--- config.mk ---
export PLATFORM = sky130hd
export DESIGN_NAME = serial_adder_ctrl
export DESIGN_NICKNAME = d
export VERILOG_FILES = /design/src/rtl/serial_adder_ctrl.sv
export SDC_FILE = /design/constraint.sdc
export NUM_CORES = 1
export LEC_CHECK = 0
export BUFFER_PORTS_ARGS = -buffer_cell sky130_fd_sc_hd__clkbuf_2
export CAP_MARGIN = 10
export CORE_UTILIZATION = 30
export DETAILED_ROUTE_END_ITERATION = 8
export SETUP_SLACK_MARGIN = 0.3
export SLEW_MARGIN = 0
export SYNTH_ARGS = -nofsm -noshare
export SYNTH_HDL_FRONTEND = slang
export SYNTH_SLANG_ARGS = --single-unit
--- constraint.sdc ---
create_clock -name clk -period 4.6 [get_ports clk]
set_clock_uncertainty 0.05 [all_clocks]
set_input_delay 0.92 -clock clk [delete_from_list [all_inputs] [get_ports clk]]
set_output_delay 0.92 -clock clk [all_outputs]
set_load 0.05 [all_outputs]
--- src/rtl/serial_adder_ctrl.sv ---
// Bit-serial add/subtract engine: one full-adder cell reused LSB-first for WIDTH
// cycles, with a start/busy/done handshake toward the requester.
module serial_adder_ctrl #(
  parameter int WIDTH = 4
) (
  input  logic             clk,
  input  logic             rst_n,
  input  logic             start,
  input  logic             sub,
  input  logic [WIDTH-1:0] a,
  input  logic [WIDTH-1:0] b,
  input  logic             cin,
  output logic             busy,
  output logic             done,
  output logic [WIDTH-1:0] sum,
  output logic             cout,
  output logic             ovf
);

  localparam int CW = $clog2(WIDTH);
  localparam logic [CW-1:0] LAST = CW'(WIDTH - 1);

  typedef enum logic [1:0] {
    S_IDLE,
    S_RUN,
    S_DONE
  } state_t;

  state_t         state;
  state_t         state_next;
  logic [CW-1:0]  cnt;
  logic [WIDTH-1:0] a_r;
  logic [WIDTH-1:0] b_r;
  logic           carry;
  logic [WIDTH-1:0] work;
  logic [WIDTH-1:0] work_next;
  logic           bit_s;
  logic           bit_c;
  logic           last_bit;

  always_ff @(posedge clk) begin
    if (!rst_n) state <= S_IDLE;
    else        state <= state_next;
  end

  always_comb begin
    state_next = state;
    case (state)
      S_IDLE: if (start) state_next = S_RUN;
      S_RUN:  if (last_bit) state_next = S_DONE;
      S_DONE: state_next = S_IDLE;
      default: state_next = S_IDLE;
    endcase
  end

  // The shared 1-bit full-adder cell, fed by the bit the counter points at.
  always_comb begin
    bit_s     = carry ^ a_r[cnt] ^ b_r[cnt];
    bit_c     = (a_r[cnt] & b_r[cnt]) | (a_r[cnt] & carry) | (b_r[cnt] & carry);
    last_bit  = (cnt == LAST);
    work_next = work;
    work_next[cnt] = bit_s;
  end

  // Subtraction is a + ~b + 1, so the borrow-free flag falls out as cout.
  always_ff @(posedge clk) begin
    if (!rst_n) begin
      cnt   <= '0;
      a_r   <= '0;
      b_r   <= '0;
      carry <= 1'b0;
      work  <= '0;
      sum   <= '0;
      cout  <= 1'b0;
      ovf   <= 1'b0;
    end else begin
      case (state)
        S_IDLE: begin
          if (start) begin
            a_r   <= a;
            b_r   <= sub ? ~b : b;
            carry <= sub ? 1'b1 : cin;
            cnt   <= '0;
          end
        end
        S_RUN: begin
          work  <= work_next;
          carry <= bit_c;
          if (last_bit) begin
            sum  <= work_next;
            cout <= bit_c;
            ovf  <= carry ^ bit_c;
          end else begin
            cnt <= cnt + CW'(1);
          end
        end
        default: ;
      endcase
    end
  end

  assign busy = (state != S_IDLE);
  assign done = (state == S_DONE);

endmodule

==> impl_metrics.toml, run 1 <==
[clock_tree]
max-clock-path-buffers = 2
cts_hold_buf = 0
cts-buffers-inserted = 3
clkSinkCount = 22
root_buffer = "clkbuf_8"
h-tree-depth = 1
clock_latency_ps = 260
tritoncts = "done"
post-cts-setup-buffers = 0
cts-resized-gates = 0
clkTransAtPathRegs_ps = 70

[routing]
wl_met1_um = 938
met2_length_um = 921
top_layer = "met3"
routed_wirelength_um = 1960
postRouteAntennaNets = 0
routed-wl-met3_um = 97
routedWlPerCell_um = 11.9
remaining_drc_errors = 0
vias_per_cell = 4.58
drt_iter0_drc = 28
dr_total_vias = 755
firstDrtPassIters = 4

[worst_setup_path]
critPathLaunchType = "register"
worstPathArrival_ps = 2400
reg2regPathDepth = 4
r2r-start = "cnt[0]"
crit_end = "carry"
slowest_stage = "mux4_2"
rrSetupSlack_ps = 2300
startpoint = "cnt[0]"
critPathCaptureType = "register"
required_ps = 4700
critPathKind = "reg2reg"
rr_endpoint = "carry"
crit_fanout = 7
path_cells = "mux4_2, fa_1, or3b_2, o2111a_1"
slowest_delay_ps = 570

[logic_synthesis]
yosysWarningCount = 0
syn_nets = 121
synth_seq_area_share_pct = 39.2
ys_types = 31
synthCells = 103
synthTopCellsByArea = "dfxtp_1, mux2i_1, o211a_1"
syn_area_per_cell_um2 = 10.9
yosysTopAreaCellShare_pct = 39.2
ys_ff_latch = 22
syn_area_um2 = 1120
yosys.area.top_type = "dfxtp_1"

[floorplan]
io-pin-count = 21
die_y_um = 63.2
die_area_um2 = 3990
row_count = 21
die_width_um = 63.2
coreArea_um2 = 3470
initial_core_util_pct = 32.4

[global_routing]
grt_overflow = 0
grt.total_usage_pct = 11.2
grt_pass1_vias = 789
grt_pass1_wl_um = 3600
grt_max_degree = 25
grt_antenna_before_repair = 0

[placed_design]
port_buffers = 20
place_ws_ps = 2280
detailed_place_hpwl_um = 1490
routabilityCongestion = 0.650

[cells_and_area]
most-common-layout-cells = "dfxtp_1, clkbuf_2, mux2i_1, nand2_1, nor2b_1"
num-fill-cells = 371
multi_input_area_um2 = 624
drive_gt1_share_pct = 26.9
post-route-util_pct = 36.7
final-seq-area_um2 = 440
fin_nets = 139
antenna_cells = 0
final_common_cell = "dfxtp_1"
area_growth_pct = 13.3

[sta]
slew_viol_final = 0
fin_ws_ps = 2300
worst_pin_slew_ps = 683
rsz0062_at_grt = "no"
finalCritPeriodShare_pct = 50.0
slew_headroom_pct = 54.4
fin_setup_tns_ps = 0
hold_viol = 0
clock.fmax_mhz = 435
setup_viol = 0
finalCriticalPeriod_ps = 2300

[pwr]
power_density_nw_per_um2 = 307
leakagePower_nw = 0.609
vdd_drop_max_mv = 0.169

[worst_hold_path]
hold_path_depth = 2
min_from = "sum[3]"
hold_class = "reg2reg"

[run_status]
status = "finished, final reports clean"

[run]
drv_cap = 0
## kinds of logic (layout without fill, tap and decap cells)
group	count (synthesis)	in the layout	share of synthesized area, %
buffers and inverters	9	25	5.13
muxes	13	13	13.8
adders and majority gates	5	5	6.24
and+or+nand+nor	36	36	20.8
AOI/OAI and AO/OA	13	13	10.8
xor gates and xnor gates	5	5	3.90
DFF	22	22	39.2
## state kept, by name (all words and copies together) (netlist names)
signal  count
a_r         4
b_r         4
carry       1
cnt         2
cout        1
ovf         1
state       2
sum         4
work        3
## Yosys cell counts
cell type   n
dfxtp_1    22
mux2i_1    11
nand2_1    10
nor2b_1     9
o211a_1     8
xnor2_1     5
ha_1        4
buf_6       3
clkbuf_1    3
nand3b_1    3
a31o_1      2
inv_1       2
mux4_2      2
nor2_1      2
a21boi_0    1
a21oi_1     1
and2_1      1
and2b_2     1
and3b_2     1
buf_2       1
fa_1        1
nand2b_1    1
nor2b_4     1
nor3_1      1
nor3b_1     1
nor3b_4     1
o2111a_1    1
or2_2       1
or2b_1      1
or3b_2      1
or3b_4      1
## metal layers
| layer | global-route usage, % | up-vias |
|---|---|---|
| met4 | 1.74 | 0 |
| met2 | 18.8 | 18 |
| li1 | - | 387 |
| met1 | 13.9 | 350 |
| met3 | 3.99 | 0 |
| met5 | 0 | - |
## where the power goes
group	internal [W]	switching (W)
Clock	0.0000583	0.0000562
Sequential	0.000200	0.00000986
Combinational	0.0000344	0.0000313
Total	0.000293	0.0000974
## area by class of cell
| class | count | share of cell area, % |
|---|---|---|
| inverter | 2 | 0.591 |
| clock buffer | 3 | 3.25 |
| multi-input combinational | 72 | 49.1 |
| timing repair buffer | 20 | 7.87 |
| tap | 46 | 4.53 |
| sequential | 22 | 34.6 |
## worst min-delay path by stage
stage,endpoint,slack [ps]
3_5_place_dp,sum[3],430
6_report,sum[3],440
2_1_floorplan,b_r[2],420
4_1_cts,sum[3],440
3_3_place_gp,sum[3],420
5_1_grt,b_r[3],470
## critical path: cells and delay by family, from the launching register on
family	cells	cell delay (ps)
adders and majority gates	1	460
DFF	1	490
muxes	1	570
AOI/OAI and AO/OA	1	150
and+or+nand+nor	1	480
## through the flow
stage	hold slack, ps	power (W)	cells	instance area [µm²]
2_1_floorplan	417	0.000267	103	1120
3_3_place_gp	419	0.000279	162	1230
3_5_place_dp	432	0.000282	162	1230
4_1_cts	442	0.000397	165	1270
5_1_grt	471	0.000415	165	1270
6_report	435	0.000390	165	1270
Power figures use the tool's default switching activity.
==> run 2: changes to the inputs <==
- ABC_AREA: not set -> 1
- clock period: 4.6 -> 2.2 ns (I/O delays scaled with it)
==> impl_metrics.toml, run 2 <==
[logic_synthesis]
synth_edf_count = 0
yosysMostFrequentCell = "nor2_1"
yosys.area_share.simple_pct = 26.4
async_reset_ff_share_pct = 0
yosys.area.top_type = "dfxtp_1"
yosysTopAreaCellShare_pct = 41.9
ys_ff_latch = 22
syn_area_per_cell_um2 = 7.36
synth-xor-area-share_pct = 4.16
yosysWarningCount = 0
synth_top_family_by_area = "simple AND/OR/NAND/NOR gates"
syn_area_um2 = 1050
syn_nets = 161
ys_types = 20
synth_common_cells = "nor2_1, nand2_1, dfxtp_1"
synthTopCellsByArea = "dfxtp_1, nor2_1, nand2_1"
synth_fa_ha_area_share_pct = 6.66
synthMuxAreaShare_pct = 0
synth_compound_area_share_pct = 12.1
synth_seq_area_share_pct = 41.9
synth_top_flop_cell = "dfxtp_1"
synthCells = 143

[placed_design]
port_buffers = 20
routabilityCongestion = 0.777
detailed_place_hpwl_um = 1500

[sta]
finalCritPeriodShare_pct = 83.1
finalCriticalPeriod_ps = 1830
slew_viol_final = 0
clock.fmax_mhz = 547
setup_viol = 0
slew_headroom_pct = 72.3
hold_viol = 0
fin_setup_tns_ps = 0
rsz0062_at_grt = "yes"
worst_pin_slew_ps = 415

[clock_tree]
clkSinkCount = 22
cts_hold_buf = 0
cts-buffers-inserted = 3
h-tree-depth = 1
root_buffer = "clkbuf_4"
clkTransAtPathRegs_ps = 110
tritoncts = "done"
max-clock-path-buffers = 2
clock_latency_ps = 300

[global_routing]
grt_antenna_before_repair = 0
grt.total_usage_pct = 12.3
grt_max_degree = 23
grt_pass1_wl_um = 3310
grt_overflow = 0
grt_pass1_vias = 791

[routing]
remaining_drc_errors = 0
routedWlPerCell_um = 9.62
vias_per_cell = 4.24
postRouteAntennaNets = 0
routed_wirelength_um = 2040
firstDrtPassIters = 5
drt_iter0_drc = 29
dr_total_vias = 898

[cells_and_area]
num-fill-cells = 376
multi_input_area_um2 = 532
final-seq-area_um2 = 444
antenna_cells = 0
reg_top3 = "a_r x4, b_r x4, sum x4"
area_growth_pct = 18.8
fin_nets = 186
most-common-layout-cells = "nor2_1, nand2_1, dfxtp_1, clkbuf_2, inv_1"
post-route-util_pct = 37.5
drive_gt1_share_pct = 24.1

[floorplan]
row_count = 21
die_width_um = 61.2
die_area_um2 = 3750
coreArea_um2 = 3340
die_y_um = 61.2
initial_core_util_pct = 31.5
io-pin-count = 21

[pwr]
leakagePower_nw = 0.596
power_density_nw_per_um2 = 649
vdd_drop_max_mv = 0.470

[worst_setup_path]
rrSetupSlack_ps = 370
critPathKind = "reg2reg"
worstPathArrival_ps = 2020
required_ps = 2390
critPathLaunchType = "register"
crit_fanout = 7
critPathCaptureType = "register"

[run_status]
status = "finished, final reports clean"

[worst_hold_path]
hold_class = "in2reg"

[run]
drv_cap = 0
[run 2: changes by cell type in the layout (fill, tap and decap cells not counted), moves of 4 or more]
cell,change
buf_4,+4
inv_1,+9
inv_2,+4
mux2i_1,-11
nand2_1,+16
nand3_1,+9
nor2_1,+24
nor2b_1,-9
o211a_1,-8
o21ai_0,+10
o21ai_1,+8
[run 2: cell families after synthesis]
| kind of cell | after synthesis |
|---|---|
| flip-flops | 22 |
| buffers and inverters | 20 |
| AO/OA/AOI/OAI | 25 |
| XOR/XNOR | 5 |
| adder cells (fa/ha/maj) | 5 |
| AND/OR/NAND/NOR | 66 |
[run 2: area by class of cell]
| class | instances | share of cell area [%] |
|---|---|---|
| clock buffers | 3 | 1.80 |
| inverters | 16 | 5.11 |
| multi-input cells | 101 | 42.5 |
| flip-flops and latches | 22 | 35.5 |
| well taps | 46 | 4.60 |
| repair buffers | 24 | 10.4 |
[run 2: final timing paths]
path / from / to / cells after the start
worst min register to register: cout / cout / 2
worst min-delay path: a[3] / a_r[3] / 3
worst max-delay path: cnt[0] / work[0] / 8
worst max register to register: cnt[0] / work[0] / 8
[run 2: critical path, stage by stage, from the launching register on]
cell,delay (ps)
dfxtp_4,400
clkinvlp_4,150
o21ai_2,180
o22ai_2,90
fa_1,580
inv_2,50
nand2_1,50
o21ai_1,70
a21oi_1,130
[run 2: where the power goes]
part	internal [W]	switching, W
sequential	0.000423	0.0000200
combinational	0.0000842	0.000110
clock	0.0000639	0.000110
total	0.000571	0.000240
[run 2: metrics by stage]
stage,hold slack (ps),setup WS (ps),area (µm²),std cells,power (W)
4_1_cts,327,355,1200,208,0.000793
5_1_grt,321,218,1250,212,0.000874
2_1_floorplan,399,475,1050,143,0.000577
6_report,337,372,1250,212,0.000811
3_5_place_dp,418,297,1180,205,0.000615
3_3_place_gp,417,359,1180,205,0.000613
[run 2: routing by layer]
| layer | track usage (%) | up-vias | part of all wire [%] |
|---|---|---|---|
| met1 | 15.3 | 379 | 47 |
| met5 | 0 | - | 0 |
| met2 | 20.2 | 21 | 48 |
| met3 | 4.41 | 0 | 4.7 |
| met4 | 2.92 | 0 | 0 |
| li1 | - | 498 | - |
[run 2: timing repair]
action | CTS | global route
hold endpoints to repair | 0 | 0
cloned | 0 | 0
resized for setup | 1 | 11
buffers inserted | 0 | 4
endpoints found under the setup margin | 5 | 7
pin swaps | 0 | 5
